## src/rtl/instr_sequencer_if.sv

```systemverilog
// Fetch/dispatch bus between the instruction sequencer, program memory,
// the instruction decoder and the execution units.
interface instr_sequencer_if #(
   parameter int unsigned PC_W    = 6,
   parameter int unsigned INSTR_W = 16
);
   localparam int unsigned START_W = 6;

   // program memory port
   logic [PC_W-1:0]    pm_addr;
   logic               pm_rd;
   logic [INSTR_W-1:0] pm_data;

   // decoder port
   logic [INSTR_W-1:0] instr;
   logic               ir_load;
   logic [START_W-1:0] dec_start;

   // execution unit completion / branch request
   logic               exec_done;
   logic               br_taken;
   logic [PC_W-1:0]    br_target;

   // sequencer side
   modport master (
      output pm_addr, pm_rd, instr, ir_load,
      input  pm_data, dec_start, exec_done, br_taken, br_target
   );

   // memory / decoder / execution side
   modport slave (
      input  pm_addr, pm_rd, instr, ir_load,
      output pm_data, dec_start, exec_done, br_taken, br_target
   );
endinterface

```

## src/rtl/instr_sequencer.sv

```systemverilog
// Fetch/dispatch controller: reads a word from program memory, hands it to
// the decoder with a one-cycle IRin strobe, waits for the started execution
// unit and then advances the PC sequentially or to a branch target.
module instr_sequencer #(
   parameter int unsigned PC_W    = 6,
   parameter int unsigned INSTR_W = 16,
   parameter int unsigned TIMEOUT = 255
) (
   input  logic              clk,
   input  logic              rst,
   input  logic              run,
   instr_sequencer_if.master bus,
   output logic              busy,
   output logic              err
);
   localparam int unsigned CNT_W = $clog2(TIMEOUT + 1);

   typedef enum logic [2:0] {
      S_IDLE,
      S_FETCH,
      S_MEMWAIT,
      S_LOAD,
      S_SETTLE,
      S_EXEC,
      S_NEXT,
      S_ERROR
   } state_t;

   state_t             state;
   logic [PC_W-1:0]    pc;
   logic               pm_rd_q;
   logic [INSTR_W-1:0] instr_q;
   logic               ir_load_q;
   logic [CNT_W-1:0]   wait_cnt;
   logic               br_taken_q;
   logic [PC_W-1:0]    br_target_q;

   // The program memory address is the PC register itself.
   assign bus.pm_addr = pc;
   assign bus.pm_rd   = pm_rd_q;
   assign bus.instr   = instr_q;
   assign bus.ir_load = ir_load_q;

   // Sequencer FSM; every output is set on the edge that enters its state.
   always_ff @(posedge clk) begin
      if (rst) begin
         state       <= S_IDLE;
         pc          <= '0;
         pm_rd_q     <= 1'b0;
         instr_q     <= '0;
         ir_load_q   <= 1'b0;
         busy        <= 1'b0;
         err         <= 1'b0;
         wait_cnt    <= '0;
         br_taken_q  <= 1'b0;
         br_target_q <= '0;
      end else begin
         case (state)
            S_IDLE: begin
               if (run) begin
                  state   <= S_FETCH;
                  pm_rd_q <= 1'b1;
                  busy    <= 1'b1;
               end
            end

            S_FETCH: begin
               state   <= S_MEMWAIT;
               pm_rd_q <= 1'b0;
            end

            // read data is valid one cycle after the read strobe
            S_MEMWAIT: begin
               state     <= S_LOAD;
               instr_q   <= bus.pm_data;
               ir_load_q <= 1'b1;
            end

            S_LOAD: begin
               state     <= S_SETTLE;
               ir_load_q <= 1'b0;
            end

            // decoder latches on the falling IRin edge; give it a cycle
            S_SETTLE: begin
               state    <= S_EXEC;
               wait_cnt <= '0;
            end

            // completion beats timeout when both land on the last cycle
            S_EXEC: begin
               if (bus.dec_start == '0) begin
                  state      <= S_NEXT;
                  br_taken_q <= 1'b0;
               end else if (bus.exec_done) begin
                  state       <= S_NEXT;
                  br_taken_q  <= bus.br_taken;
                  br_target_q <= bus.br_target;
               end else if (wait_cnt == CNT_W'(TIMEOUT - 1)) begin
                  state <= S_ERROR;
                  busy  <= 1'b0;
                  err   <= 1'b1;
               end else begin
                  wait_cnt <= wait_cnt + CNT_W'(1);
               end
            end

            // PC wraps naturally at 2^PC_W
            S_NEXT: begin
               pc <= br_taken_q ? br_target_q : pc + PC_W'(1);
               if (run) begin
                  state   <= S_FETCH;
                  pm_rd_q <= 1'b1;
               end else begin
                  state <= S_IDLE;
                  busy  <= 1'b0;
               end
            end

            // sticky until reset
            S_ERROR: begin
               pm_rd_q   <= 1'b0;
               ir_load_q <= 1'b0;
               busy      <= 1'b0;
               err       <= 1'b1;
            end

            default: begin
               state <= S_IDLE;
            end
         endcase
      end
   end
endmodule

```

## src/flat_wrapper.sv

```systemverilog
// flat-port wrapper written by rule: the top's interface ports become plain ports
module instr_sequencer_flat 
#(
   parameter int unsigned PC_W    = 6,
   parameter int unsigned INSTR_W = 16,
   parameter int unsigned TIMEOUT = 255
)
  (clk, rst, run, busy, err, bus_pm_addr, bus_pm_rd, bus_instr, bus_ir_load, bus_pm_data, bus_dec_start, bus_exec_done, bus_br_taken, bus_br_target);
  instr_sequencer_if #(.PC_W(PC_W), .INSTR_W(INSTR_W)) bus_i ();
  input  logic clk;
  input  logic rst;
  input  logic run;
  output logic busy;
  output logic err;
  output wire logic [$bits(bus_i.pm_addr)-1:0] bus_pm_addr;
  output wire logic [$bits(bus_i.pm_rd)-1:0] bus_pm_rd;
  output wire logic [$bits(bus_i.instr)-1:0] bus_instr;
  output wire logic [$bits(bus_i.ir_load)-1:0] bus_ir_load;
  input wire logic [$bits(bus_i.pm_data)-1:0] bus_pm_data;
  input wire logic [$bits(bus_i.dec_start)-1:0] bus_dec_start;
  input wire logic [$bits(bus_i.exec_done)-1:0] bus_exec_done;
  input wire logic [$bits(bus_i.br_taken)-1:0] bus_br_taken;
  input wire logic [$bits(bus_i.br_target)-1:0] bus_br_target;
  assign bus_pm_addr = bus_i.pm_addr;
  assign bus_pm_rd = bus_i.pm_rd;
  assign bus_instr = bus_i.instr;
  assign bus_ir_load = bus_i.ir_load;
  assign bus_i.pm_data = bus_pm_data;
  assign bus_i.dec_start = bus_dec_start;
  assign bus_i.exec_done = bus_exec_done;
  assign bus_i.br_taken = bus_br_taken;
  assign bus_i.br_target = bus_br_target;
  instr_sequencer #(.PC_W(PC_W), .INSTR_W(INSTR_W), .TIMEOUT(TIMEOUT)) u_core (.clk(clk), .rst(rst), .run(run), .bus(bus_i), .busy(busy), .err(err));
endmodule
```

## config.mk

```make
export PLATFORM = sky130hd
export DESIGN_NAME = instr_sequencer_flat
export DESIGN_NICKNAME = d
export VERILOG_FILES = /design/src/rtl/instr_sequencer_if.sv /design/src/rtl/instr_sequencer.sv /design/src/flat_wrapper.sv
export SDC_FILE = /design/constraint.sdc
export NUM_CORES = 1
export LEC_CHECK = 0
export CORE_ASPECT_RATIO = 1.2
export CORE_MARGIN = 4
export CORE_UTILIZATION = 50
export CTS_CLUSTER_DIAMETER = 30
export DETAILED_ROUTE_END_ITERATION = 10
export GPL_TIMING_DRIVEN = 0
export PLACE_DENSITY_LB_ADDON = 0.08
export SYNTH_ARGS = -nofsm -noshare
export SYNTH_HDL_FRONTEND = slang
export SYNTH_SLANG_ARGS = --single-unit
```

## constraint.sdc

```tcl
create_clock -name clk -period 3.97 [get_ports clk]
set_input_delay 0.794 -clock clk [delete_from_list [all_inputs] [get_ports clk]]
set_output_delay 0.794 -clock clk [all_outputs]
set_load 0.03 [all_outputs]
```

After elaboration in Yosys (flattened, before gate mapping). Index checks and enable logic that the tools add are counted.

Register bits after elaboration: 44. Logic and storage cells: 73.

Add/subtract/negate cells: 2. Eq/ne operators: 16. Muxes and demuxes: 25. Bitwise gates (word level): 1. Reduce and logical (&&, ||, !) cells: 19.

Operators by type and width (number): 8-bit 2-to-1 mux (3); 3-bit case mux with 7 select lines (1); 8-bit case mux with 2 select lines (1); 3-bit equality test (second input constant) (4); 3-bit 2-to-1 mux (4); 1-bit 2-to-1 mux (11); 2-bit != test (second input constant) (5); 2-bit nonzero test (5); 8-bit by 1-bit adder with 8-bit output (second input constant) (1); 8-bit equality test (second input constant) (1); 4-bit AND reduction (2); 7-bit nonzero test (1); 6-bit by 1-bit adder with 6-bit output (second input constant) (1); 3-bit by 2-bit equality test with 1-bit output (second input constant) (2); 6-bit zero test (1); 6-bit 2-to-1 mux (1); 1-bit case mux with 2 select lines (3); 3-bit AND reduction (2); 6-bit AND reduction (1); 2-bit OR reduction (3); 2-bit by 1-bit != test with 1-bit output (second input constant) (2); 4-bit by 2-bit != test with 1-bit output (second input constant) (1); 1-bit case mux with 4 select lines (1); 2-bit AND reduction (2); other kinds (4) (4).

Longest topological paths before layout.
Depth after elaboration: 5. Depth in mapped cells: 7. Gate-level depth less buffers: 7.

Least setup slack after synthesis. OpenSTA, ideal clock, no wires.

Path type: in2reg. Start: input bus_dec_start[1]. End: register u_core.wait_cnt[4]. Arrival: 1.938 ns. Required time: 3.849 ns. Setup slack: 1.912 ns. Stages on the path: 5. Path through: nor4_4 -> a31oi_1 -> and4_4 -> nand3_2 -> mux2_2.

Word-level cells in the longest chain between the ends: 3.

Ends and longest elaborated chain: start, declared (RTL line flat_wrapper.sv:20) `input wire logic [$bits(bus_i.dec_start)-1:0] bus_dec_start;`; 6-bit zero test (RTL line instr_sequencer.sv:92) `if (bus.dec_start == '0) begin`; 2-bit != test (no source line); 4-bit AND reduction (no source line); end signal, assigned (RTL line instr_sequencer.sv:104) `wait_cnt <= wait_cnt + CNT_W'(1);`; end, declared (RTL line instr_sequencer.sv:34) `logic [CNT_W-1:0] wait_cnt;`.

No other way between the ends. A chain may end at the register's enable or synchronous reset.

Final worst setup path. Same ends and word-level chain as after synthesis.

==> run metrics <==
run status=finished, final reports clean; area grow syn2layout=36.4%; ordered list of cells on the worst path=clkdlybuf4s50_1 -> nor4_4 -> a31oi_1 -> and4_4 -> nand3_2 -> mux2_2; vias in the first global route=1788; number of buffers created by CTS=5; DIE AREA=between 5000 and 6000 um^2; initial antenna violation count=0; buffer and inverter count on the worst path=1; max_cap viols=0; IO Pins=between 50 and 60; Post-Syn Area=about 2000 um^2; Overall Power=~910 uW; TritonCTS clock tree=built; P_leak=about 0.91 nW; max_slew headroom=0.646; clock sinks=44; critical path fanouts, max=4; post-CTS sizing=0; min Tclk post-route=2.32 ns; Placeable Area=roughly 3700 um^2; Vert. Die Dim=77.0 um; Worst path top cell family by delay=simple AND/OR/NAND/NOR gates; number of synthesized register bits=44; layout cells sized above 1=0.0724; CP Data Required Time=approximately 4.2 ns; Syn Nets=275; final worst-path cycle share=0.584; critical path endpoint category=register; RSZ-0062 raised after global routing=false; fmax=0.431 GHz; fill count=345; Initial Utilization=0.533; Max clock buf depth=2; clock root cell=clkbuf_8; first drt pass iteration count=4; via count=approximately 1.9k; setup TNS=0 ns; number of synthesized flops with an enable pin=0; Buffers on Ports=58; cts hold-fix bufs=0; global placer's final weighted congestion=0.780; first-pass GRT wire length=slightly below 8000 um; endpoints failing setup=0; share of flip-flops with an asynchronous set or reset=0; Syn Area/Cell=8.31 um^2; Fin Clk Skew=approximately 0.0074 ns; H-tree levels=2; peak supply drop=slightly above 0.3 mV; drt drc=0; Netlist cell types=47; Die Wd=between 60 and 70 um; Placement Setup Slack=1.31 ns; Pwr per Cell Area=~340 nW/um^2; Worst-Margin Slew=about 0.53 ns; Worst Setup Start Kind=input pin; sequential fraction of the synthesis area=0.444; ys flop type=dfxtp_1; slowest stage delay, CP=~0.44 ns; setup repair bufs after CTS=0; GRT Residual Overflow=0; HP Class=reg2reg; nets@finish=340; setup slack after layout=between 1.5 and 2 ns; final wirelength=4700 um; row count=24; wire length per cell=13.2 um; critical path arrival=between 2 and 3 ns; final hold vios=0; kind of critical path=in2reg; DR iter-0 viols=90; total global routing track utilization=0.198; Gate Count Post-Synth=~240; ant diodes=0; Vias/cell=roughly 5.3; Routed Antenna Nets=0; Worst-Skew Late Latency=~0.30 ns; largest net degree at the start of global routing=13; Ys Warns=0; Slew Limit Fails=0; Detailed Place HPWL=3400 um; critical path's slowest cell=clkdlybuf4s50_1; Clk pin slew, worst setup/hold paths=~0.08 ns
[area by class of cell]
cell class                      count  area [um^2]  area share
Multi-Input combinational cell    174         1000       0.371
Sequential cell                    44          881       0.325
Timing Repair Buffer               58          581       0.214
Buffer                             14         73.8      0.0273
Clock buffer                        6         72.6      0.0268
Tap cell                           52         65.1      0.0240
Inverter                            7         26.3     0.00970
Clock inverter                      1         5.00     0.00185
[stage by stage]
stage / cells / hold slack, ns / area, um^2 / utilization
after floorplan: 239 / 0.454 / 1990 / -
after global placement: 349 / 0.441 / 2630 / 0.707
after detailed placement: 349 / 0.446 / 2630 / 0.707
after CTS: 356 / 0.457 / 2710 / 0.727
after global routing: 356 / 0.477 / 2710 / 0.727
final: 356 / 0.454 / 2710 / 0.727
[metal layers]
| layer | GRT usage | vias to the layer above | wire length [um] |
|---|---|---|---|
| li1 | - | 956 | - |
| met1 | 0.217 | 861 | 2040 |
| met2 | 0.340 | 42 | 2290 |
| met3 | 0.0643 | 10 | 261 |
| met4 | 0.0871 | 0 | 105 |
| met5 | 0 | - | 0 |
[power by group]
part	leakage (nW)	internal (mW)	total [mW]	switching, mW
combinational	0.511	0.0809	0.175	0.0940
sequential	0.357	0.459	0.469	0.00987
clock	0.0410	0.120	0.267	0.148
total	0.908	0.660	0.911	0.251
[flip-flops by register name (all words and copies together) (netlist names)]
name	flops
u_core.err	1
u_core.br_target_q	6
u_core.bus.ir_load	1
u_core.wait_cnt	8
u_core.busy	1
u_core.bus.instr	16
u_core.state	3
u_core.bus.pm_addr	6
u_core.br_taken_q	1
u_core.bus.pm_rd	1
[cells in the mapped netlist (all sizes together), types with 2 or more instances]
| cell type | count | area, um^2 |
|---|---|---|
| clkbuf | 8 | 30.0 |
| nor3 | 4 | 20.0 |
| inv | 7 | 26.3 |
| xnor2 | 2 | 17.5 |
| o21ai | 7 | 35.0 |
| and3 | 2 | 12.5 |
| nand2 | 45 | 176 |
| a22oi | 2 | 15.0 |
| o31ai | 2 | 15.0 |
| mux2i | 7 | 70.1 |
| dfxtp | 44 | 881 |
| a211oi | 2 | 27.5 |
| nor4 | 2 | 27.5 |
| a31oi | 7 | 43.8 |
| and4 | 3 | 28.8 |
| a21oi | 32 | 164 |
| or3 | 2 | 12.5 |
| ha | 3 | 37.5 |
| buf | 6 | 43.8 |
| or4b | 2 | 20.0 |
| nand3 | 10 | 55.1 |
| nand2b | 2 | 12.5 |
| nor2 | 23 | 86.3 |
[final timing paths]
| path | from | to | slack (ns) | cells after the start |
|---|---|---|---|---|
| setup / recovery | bus_dec_start[1] | u_core.wait_cnt[4] | 1.65 | 6 |
| hold / removal | u_core.bus.instr[1] | u_core.bus.instr[1] | 0.45 | 2 |
| setup reg to reg | u_core.wait_cnt[0] | u_core.wait_cnt[0] | 2.11 | 7 |
| hold reg to reg | u_core.bus.instr[1] | u_core.bus.instr[1] | 0.45 | 2 |
[tightest hold or removal path, stage by stage (launching register included)]
cell and delay [ns]:
dfxtp_1 0.31, nand2_1 0.05, a21oi_1 0.05
[kinds of logic (layout without fill, tap and decap cells)]
family          after synthesis  count (layout)  synth area share
simple gates                102             102             0.255
fa+ha+maj                     3               3            0.0189
xor+xnor                      2               2           0.00882
mux                           8               8            0.0410
flops                        44              44             0.444
compound gates               59              59             0.182
buf+inv                      21              86            0.0504
[layout by cell type, fill, tap and decap left out, types with 2 or more instances in the layout]
cell type,instances
dfxtp_1,44
clkbuf_8,5
o21ai_0,7
inv_1,7
clkbuf_1,9
or3_1,2
o31ai_1,2
nand2_1,44
buf_6,2
nor2_1,23
nand3_1,9
nor3_1,4
a31oi_1,7
a22oi_1,2
xnor2_1,2
a21oi_1,31
nand2b_1,2
or4b_1,2
buf_2,2
ha_1,3
mux2i_1,7
and4_1,2
and3_1,2
clkdlybuf4s50_1,58
Note: power is estimated with default switching activity, not from simulation.
